### src/rtl/alu_share_pkg.sv
// Shared types and constants for the round-robin shared-ALU arbiter:
// FSM state encoding, ALU function codes and default widths.
package alu_share_pkg;

    localparam int DEF_NUM_REQ = 4;
    localparam int DEF_DATA_W  = 32;
    localparam int DEF_OP_W    = 3;

    typedef enum logic [1:0] {
        IDLE = 2'd0,
        EXEC = 2'd1,
        RESP = 2'd2
    } state_e;

    localparam logic [2:0] ALU_ADD  = 3'b000;
    localparam logic [2:0] ALU_SUB  = 3'b001;
    localparam logic [2:0] ALU_NOT  = 3'b010;
    localparam logic [2:0] ALU_SHL  = 3'b011;
    localparam logic [2:0] ALU_SHR  = 3'b100;
    localparam logic [2:0] ALU_AND  = 3'b101;
    localparam logic [2:0] ALU_OR   = 3'b110;
    localparam logic [2:0] ALU_RSVD = 3'b111;

endpackage

### src/rtl/alu_share_arbiter_if.sv
// Request/response and shared-ALU signal bundle for alu_share_arbiter.
// slave = arbiter side, master = requesters plus the external ALU.
interface alu_share_arbiter_if
    import alu_share_pkg::*;
#(
    parameter int NUM_REQ = DEF_NUM_REQ,
    parameter int DATA_W  = DEF_DATA_W,
    parameter int OP_W    = DEF_OP_W
);
    logic [NUM_REQ-1:0]        req_valid;
    logic [NUM_REQ-1:0]        req_ready;
    logic [NUM_REQ*DATA_W-1:0] req_a;
    logic [NUM_REQ*DATA_W-1:0] req_b;
    logic [NUM_REQ*OP_W-1:0]   req_op;
    logic [NUM_REQ-1:0]        rsp_valid;
    logic [NUM_REQ-1:0]        rsp_ready;
    logic [DATA_W-1:0]         rsp_data;
    logic                      rsp_err;
    logic [DATA_W-1:0]         alu_a;
    logic [DATA_W-1:0]         alu_b;
    logic [OP_W-1:0]           alu_control;
    logic [DATA_W-1:0]         alu_result;
    logic                      busy;

    modport slave (
        input  req_valid, req_a, req_b, req_op, rsp_ready, alu_result,
        output req_ready, rsp_valid, rsp_data, rsp_err, alu_a, alu_b, alu_control, busy
    );

    modport master (
        output req_valid, req_a, req_b, req_op, rsp_ready, alu_result,
        input  req_ready, rsp_valid, rsp_data, rsp_err, alu_a, alu_b, alu_control, busy
    );
endinterface

### src/rtl/alu_rr_pick.sv
// Combinational rotate-priority picker: first set request at or above ptr_i,
// wrapping around; returns one-hot grant, its index and an any-valid flag.
module alu_rr_pick
    import alu_share_pkg::*;
#(
    parameter int NUM_REQ = DEF_NUM_REQ,
    parameter int IW      = $clog2(DEF_NUM_REQ)
) (
    input  logic [NUM_REQ-1:0] req_i,
    input  logic [IW-1:0]      ptr_i,
    output logic [NUM_REQ-1:0] gnt_o,
    output logic [IW-1:0]      idx_o,
    output logic               any_o
);

    // Walk offsets from farthest to nearest so the nearest set bit wins last.
    always_comb begin
        logic [IW-1:0] pos;
        gnt_o = '0;
        idx_o = '0;
        any_o = 1'b0;
        pos   = '0;
        for (int k = NUM_REQ - 1; k >= 0; k--) begin
            pos   = IW'((int'(ptr_i) + k) % NUM_REQ);
            idx_o = req_i[pos] ? pos : idx_o;
            any_o = any_o | req_i[pos];
        end
        gnt_o = any_o ? (NUM_REQ'(1) << idx_o) : '0;
    end

endmodule

### src/rtl/alu_share_arbiter.sv
// Round-robin arbiter sharing one external ALU among NUM_REQ requesters.
// Optional build macro ALU_SHARE_ILLEGAL_OP_EN flags op 3'b111 as reserved.
module alu_share_arbiter
    import alu_share_pkg::*;
#(
    parameter int NUM_REQ = DEF_NUM_REQ,
    parameter int DATA_W  = DEF_DATA_W,
    parameter int OP_W    = DEF_OP_W
) (
    input  logic              clk,
    input  logic              rst,
    alu_share_arbiter_if.slave bus
);

    localparam int IW = $clog2(NUM_REQ);

    state_e               state_q, state_d;
    logic [IW-1:0]        rr_ptr_q, rr_ptr_d;
    logic [IW-1:0]        gnt_idx_q, gnt_idx_d;
    logic [DATA_W-1:0]    alu_a_q, alu_a_d;
    logic [DATA_W-1:0]    alu_b_q, alu_b_d;
    logic [OP_W-1:0]      alu_op_q, alu_op_d;
    logic [DATA_W-1:0]    rsp_data_q, rsp_data_d;
    logic                 rsp_err_q, rsp_err_d;
    logic [NUM_REQ-1:0]   rsp_valid_q, rsp_valid_d;
    logic [NUM_REQ-1:0]   req_ready_s;
    logic [NUM_REQ-1:0]   pick_gnt_s;
    logic [IW-1:0]        pick_idx_s;
    logic                 pick_any_s;

    alu_rr_pick #(
        .NUM_REQ (NUM_REQ),
        .IW      (IW)
    ) u_pick (
        .req_i (bus.req_valid),
        .ptr_i (rr_ptr_q),
        .gnt_o (pick_gnt_s),
        .idx_o (pick_idx_s),
        .any_o (pick_any_s)
    );

    // Next-state, grant and operand/result capture.
    always_comb begin
        state_d     = state_q;
        rr_ptr_d    = rr_ptr_q;
        gnt_idx_d   = gnt_idx_q;
        alu_a_d     = alu_a_q;
        alu_b_d     = alu_b_q;
        alu_op_d    = alu_op_q;
        rsp_data_d  = rsp_data_q;
        rsp_err_d   = rsp_err_q;
        rsp_valid_d = rsp_valid_q;
        req_ready_s = '0;
        case (state_q)
            IDLE: begin
                // Grant is gated by rst so req_ready reads 0 while reset is held.
                if (pick_any_s && !rst) begin
                    req_ready_s = pick_gnt_s;
                    gnt_idx_d   = pick_idx_s;
                    alu_a_d     = bus.req_a[pick_idx_s*DATA_W +: DATA_W];
                    alu_b_d     = bus.req_b[pick_idx_s*DATA_W +: DATA_W];
                    alu_op_d    = bus.req_op[pick_idx_s*OP_W +: OP_W];
                    state_d     = EXEC;
                end else begin
                    state_d     = IDLE;
                end
            end
            EXEC: begin
`ifdef ALU_SHARE_ILLEGAL_OP_EN
                if (alu_op_q == OP_W'(ALU_RSVD)) begin
                    rsp_data_d = '0;
                    rsp_err_d  = 1'b1;
                end else begin
                    rsp_data_d = bus.alu_result;
                    rsp_err_d  = 1'b0;
                end
`else
                rsp_data_d  = bus.alu_result;
                rsp_err_d   = 1'b0;
`endif
                rsp_valid_d = NUM_REQ'(1) << gnt_idx_q;
                state_d     = RESP;
            end
            RESP: begin
                if (bus.rsp_ready[gnt_idx_q]) begin
                    rsp_valid_d = '0;
                    rr_ptr_d    = (gnt_idx_q == IW'(NUM_REQ - 1)) ? '0 : gnt_idx_q + IW'(1);
                    state_d     = IDLE;
                end else begin
                    state_d     = RESP;
                end
            end
            default: begin
                rsp_valid_d = '0;
                state_d     = IDLE;
            end
        endcase
    end

    // State and datapath registers.
    always_ff @(posedge clk or posedge rst) begin
        if (rst) begin
            state_q     <= IDLE;
            rr_ptr_q    <= '0;
            gnt_idx_q   <= '0;
            alu_a_q     <= '0;
            alu_b_q     <= '0;
            alu_op_q    <= '0;
            rsp_data_q  <= '0;
            rsp_err_q   <= 1'b0;
            rsp_valid_q <= '0;
        end else begin
            state_q     <= state_d;
            rr_ptr_q    <= rr_ptr_d;
            gnt_idx_q   <= gnt_idx_d;
            alu_a_q     <= alu_a_d;
            alu_b_q     <= alu_b_d;
            alu_op_q    <= alu_op_d;
            rsp_data_q  <= rsp_data_d;
            rsp_err_q   <= rsp_err_d;
            rsp_valid_q <= rsp_valid_d;
        end
    end

    assign bus.req_ready   = req_ready_s;
    assign bus.rsp_valid   = rsp_valid_q;
    assign bus.rsp_data    = rsp_data_q;
    assign bus.rsp_err     = rsp_err_q;
    assign bus.alu_a       = alu_a_q;
    assign bus.alu_b       = alu_b_q;
    assign bus.alu_control = alu_op_q;
    assign bus.busy        = (state_q != IDLE);

endmodule

### src/flat_wrapper.sv
// flat-port wrapper written by rule: the top's interface ports become plain ports
module alu_share_arbiter_flat import alu_share_pkg::*;
#(
    parameter int NUM_REQ = DEF_NUM_REQ,
    parameter int DATA_W  = DEF_DATA_W,
    parameter int OP_W    = DEF_OP_W
)
  (clk, rst, bus_req_valid, bus_req_a, bus_req_b, bus_req_op, bus_rsp_ready, bus_alu_result, bus_req_ready, bus_rsp_valid, bus_rsp_data, bus_rsp_err, bus_alu_a, bus_alu_b, bus_alu_control, bus_busy);
  alu_share_arbiter_if #(.NUM_REQ(NUM_REQ), .DATA_W(DATA_W), .OP_W(OP_W)) bus_i ();
  input  logic clk;
  input  logic rst;
  input wire logic [$bits(bus_i.req_valid)-1:0] bus_req_valid;
  input wire logic [$bits(bus_i.req_a)-1:0] bus_req_a;
  input wire logic [$bits(bus_i.req_b)-1:0] bus_req_b;
  input wire logic [$bits(bus_i.req_op)-1:0] bus_req_op;
  input wire logic [$bits(bus_i.rsp_ready)-1:0] bus_rsp_ready;
  input wire logic [$bits(bus_i.alu_result)-1:0] bus_alu_result;
  output wire logic [$bits(bus_i.req_ready)-1:0] bus_req_ready;
  output wire logic [$bits(bus_i.rsp_valid)-1:0] bus_rsp_valid;
  output wire logic [$bits(bus_i.rsp_data)-1:0] bus_rsp_data;
  output wire logic [$bits(bus_i.rsp_err)-1:0] bus_rsp_err;
  output wire logic [$bits(bus_i.alu_a)-1:0] bus_alu_a;
  output wire logic [$bits(bus_i.alu_b)-1:0] bus_alu_b;
  output wire logic [$bits(bus_i.alu_control)-1:0] bus_alu_control;
  output wire logic [$bits(bus_i.busy)-1:0] bus_busy;
  assign bus_i.req_valid = bus_req_valid;
  assign bus_i.req_a = bus_req_a;
  assign bus_i.req_b = bus_req_b;
  assign bus_i.req_op = bus_req_op;
  assign bus_i.rsp_ready = bus_rsp_ready;
  assign bus_i.alu_result = bus_alu_result;
  assign bus_req_ready = bus_i.req_ready;
  assign bus_rsp_valid = bus_i.rsp_valid;
  assign bus_rsp_data = bus_i.rsp_data;
  assign bus_rsp_err = bus_i.rsp_err;
  assign bus_alu_a = bus_i.alu_a;
  assign bus_alu_b = bus_i.alu_b;
  assign bus_alu_control = bus_i.alu_control;
  assign bus_busy = bus_i.busy;
  alu_share_arbiter #(.NUM_REQ(NUM_REQ), .DATA_W(DATA_W), .OP_W(OP_W)) u_core (.clk(clk), .rst(rst), .bus(bus_i));
endmodule
### config.mk
export PLATFORM = sky130hd
export DESIGN_NAME = alu_share_arbiter_flat
export DESIGN_NICKNAME = d
export VERILOG_FILES = /design/src/rtl/alu_share_pkg.sv /design/src/rtl/alu_share_arbiter_if.sv /design/src/rtl/alu_rr_pick.sv /design/src/rtl/alu_share_arbiter.sv /design/src/flat_wrapper.sv
export SDC_FILE = /design/constraint.sdc
export NUM_CORES = 1
export LEC_CHECK = 0
export ABC_AREA = 1
export ABC_CLOCK_PERIOD_IN_PS = 8200
export CAP_MARGIN = 20
export CORE_AREA = 5 5 162 164
export DETAILED_ROUTE_END_ITERATION = 16
export DIE_AREA = 0 0 167 169
export SLEW_MARGIN = 0
export SYNTH_ARGS = -nofsm -noshare
export SYNTH_HDL_FRONTEND = slang
export SYNTH_HIERARCHICAL = 1
export SYNTH_SLANG_ARGS = --single-unit
### constraint.sdc
create_clock -name clk -period 8.2 [get_ports clk]
set_input_delay 1.64 -clock clk [delete_from_list [all_inputs] [get_ports clk]]
set_output_delay 1.64 -clock clk [all_outputs]
set_load 0.02 [all_outputs]
==> flow_metrics.tcl <==
set metrics [dict create \
    status "finished, final reports clean" \
    path_cells "clkdlybuf4s50_1, inv_1, o21ai_1, nand2_2, nand3_1, nand3_2, nor2_1, inv_1, nor2_1, clkdlybuf4s50_1" \
    synthArstFlopShare_pct 100 \
    die_y_um 169 \
    cp-start-kind "input port" \
    ios 419 \
    place.gp.congestion 0.828 \
    first_pass_iters 4 \
    cp.buffers_inverters 4 \
    synth_edf_count 0 \
    area_growth_pct 72.0 \
    drtIter0Drc 351 \
    cts_resized 0 \
    max_freq_mhz 168 \
    die_area_mm2 0.0282 \
    seqCellArea_mm2 0.00273 \
    vias_per_cell 4.64 \
    r2r-start "u_core/rr_ptr_q[0]" \
    setup_viol_count_final 0 \
    finalCriticalPeriod_ps 5960 \
    ys_seq_area_share_pct 42.9 \
    cp-startpoint "bus_req_valid[1]" \
    critPathTopFamily "simple AND/OR/NAND/NOR gates" \
    rows 58 \
    hpwl_um 20700 \
    drcViolationCount 0 \
    finalClockSkew_ps 14.0 \
    clock-sinks 109 \
    critical_path_required_ps 6560 \
    multiInputGateArea_mm2 0.00318 \
    syn_area_per_cell_um2 6.91 \
    antenna_found_initial 1 \
    reg2reg_slack_ps 4640 \
    postRouteAntennaNets 0 \
    period_share_pct 72.7 \
    critPathMaxStageDelay_ps 610 \
    power.density_mw_per_mm2 400 \
    finalHoldViolations 0 \
    clock_path_buffers 2 \
    layout.nets 1602 \
    path_class "input port to output port" \
    grt_max_degree 136 \
    arrival_ps 4320 \
    synth_top_area_share_pct 42.9 \
    tritoncts "built" \
    placed_area_mm2 0.0106 \
    yosysWarnings 6 \
    ys.flop_type "dfrtp_1" \
    placedCellCount 1607 \
    vdd_drop_max_mv 0.270 \
    start_util_pct 25.7 \
    grt_usage_pct 18.4 \
    ys_seq_elements 109 \
    final_area_mm2 0.0109 \
    cts.hold.buffers_added 0 \
    worstMarginPinSlew_ps 1010 \
    coreArea_mm2 0.0247 \
    hp-start "u_core/bus.rsp_data[27]" \
    max-slew-margin-rel_pct 32.9 \
    overflow 0 \
    syn_nets 1234 \
    max_cap_viol_count 0 \
    root_buffer "clkbuf_16" \
    synthCells 920 \
    cts_made_buffers 9 \
    h-tree-depth 3 \
    p_leak_uw 0.00484 \
    rsz0062_at_grt "false" \
    cp-end-kind "output port" \
    drive_gt1_share_pct 3.79 \
    clock_latency_ps 350 \
    n_fill_cell 2559 \
    die_w_um 167 \
    stdcell_count 1624 \
    postCtsSetupBuffers 0 \
    io_buffers 417 \
    hold_class "flop to flop" \
    crit_path_max_fanout 34 \
    vias 7528 \
    crit_slowest_cell "nand3_2" \
    drt-wirelength-per-cell_um 17.2 \
    synth_area_mm2 0.00636 \
    slew_violations 0 \
    yosysUniqueCellTypes 24 \
    power_uw 4370 \
    grt_pass1_wl_um 41300 \
    yosysTopAreaCell "dfrtp_1" \
    drt_wl_total_um 28000 \
    path_clk_slew_ps 80 \
    grt_pass1_vias 7246 \
    setup_tns_ps 0 \
    synth.area.top_cells "dfrtp_1 43%, nand2_1 20%, o21ai_0 9.4%" \
]
-- routing by layer --
layer / vias up / routed length, um / global-route usage (%)
met5: - / 0 / 0
met4: 0 / 584 / 5.09
met3: 32 / 2490 / 5.96
met2: 326 / 13600 / 32.3
met1: 3450 / 11300 / 21.7
li1: 3720 / - / -
-- layout make-up --
type                            count  share of cell area, %
Antenna cell                        1                 0.0229
Clock buffer                       10                   2.19
Clock inverter                      6                  0.481
Inverter                           24                  0.915
Multi-Input combinational cell    721                   29.1
Sequential cell                   109                   24.9
Tap cell                          330                   3.78
Timing Repair Buffer              423                   38.6
-- state kept, by name, indices dropped and copies added (netlist names) --
signal,count
u_core/bus.alu_a,32
u_core/bus.alu_b,32
u_core/bus.alu_control,3
u_core/bus.rsp_data,32
u_core/bus.rsp_valid,4
u_core/gnt_idx_q,2
u_core/rr_ptr_q,2
u_core/state_q,2
-- cell usage after synthesis, types with 3 or more instances --
cell and instances:
buf_2 27, buf_4 11, buf_6 5, clkbuf_1 19, clkbuf_2 4, dfrtp_1 109
ha_1 4, inv_1 15, inv_2 7, nand2_1 337, nand2_2 7, nand3_1 12
nand3_2 4, nor2_1 143, nor2_2 3, o21ai_0 120, o21ai_1 19, o22ai_1 68
-- report_power, final --
group	switching (uW)	internal [uW]	total, uW
combinational	1840	1130	2970
clock	219	221	440
sequential	159	800	959
total	2220	2150	4370
-- cell families after synthesis --
kind of cell | after synthesis | share of synthesized area, %
DFF | 109 | 42.9
adders and majority gates | 4 | 0.787
and+or+nand+nor | 509 | 31.3
buffers and inverters | 90 | 7.28
other | 1 | 0.0590
AOI/OAI and AO/OA | 207 | 17.6
-- worst paths after layout --
path / endpoint / depth (start not counted)
max: bus_req_ready[0] / 10
min: u_core/bus.rsp_data[27] / 2
max reg2reg: u_core/bus.alu_a[0] / 11
min in group asynchronous: u_core/bus.alu_b[10] / 2
max in group asynchronous: u_core/bus.alu_control[1] / 3
min reg2reg: u_core/bus.rsp_data[27] / 2
-- worst reg2reg max path, cell delays in order, from the launching register on --
cell and delay, ps:
dfrtp_1 590, nand2_1 90, o21ai_1 150, nand2_2 100, nand3_1 110, nand3_2 610, inv_2 770, buf_4 470
o21ai_0 230, o22ai_1 210, nand2_1 80, nand2_1 70
-- placed cells by master (no fill, tap or decap) --
cell,n
nand3_1,12
nand3_2,3
buf_4,6
nor2_2,3
nor2_1,143
o22ai_1,68
inv_1,14
diode_2,1
nand2_2,6
inv_6,3
o21ai_0,120
or2_2,1
dfrtp_1,109
clkinvlp_4,1
clkbuf_16,9
inv_8,2
ha_1,4
conb_1,1
nand2_4,2
nor2_4,1
o21ai_1,19
clkinv_2,1
clkdlybuf4s50_1,417
nand2_1,337
clkbuf_8,1
nand3_4,1
inv_4,2
inv_2,7
-- per-stage QoR --
stage               hold WS (ps)  util (%)  setup WS (ps)
global placement             452      43.0           2330
CTS                          479      44.2           2230
floorplan                    475         -           1750
detailed placement           458      43.0           2240
global route                 493      44.2           1990
finish                       475      44.2           2240
Power figures use the tool's default switching activity.
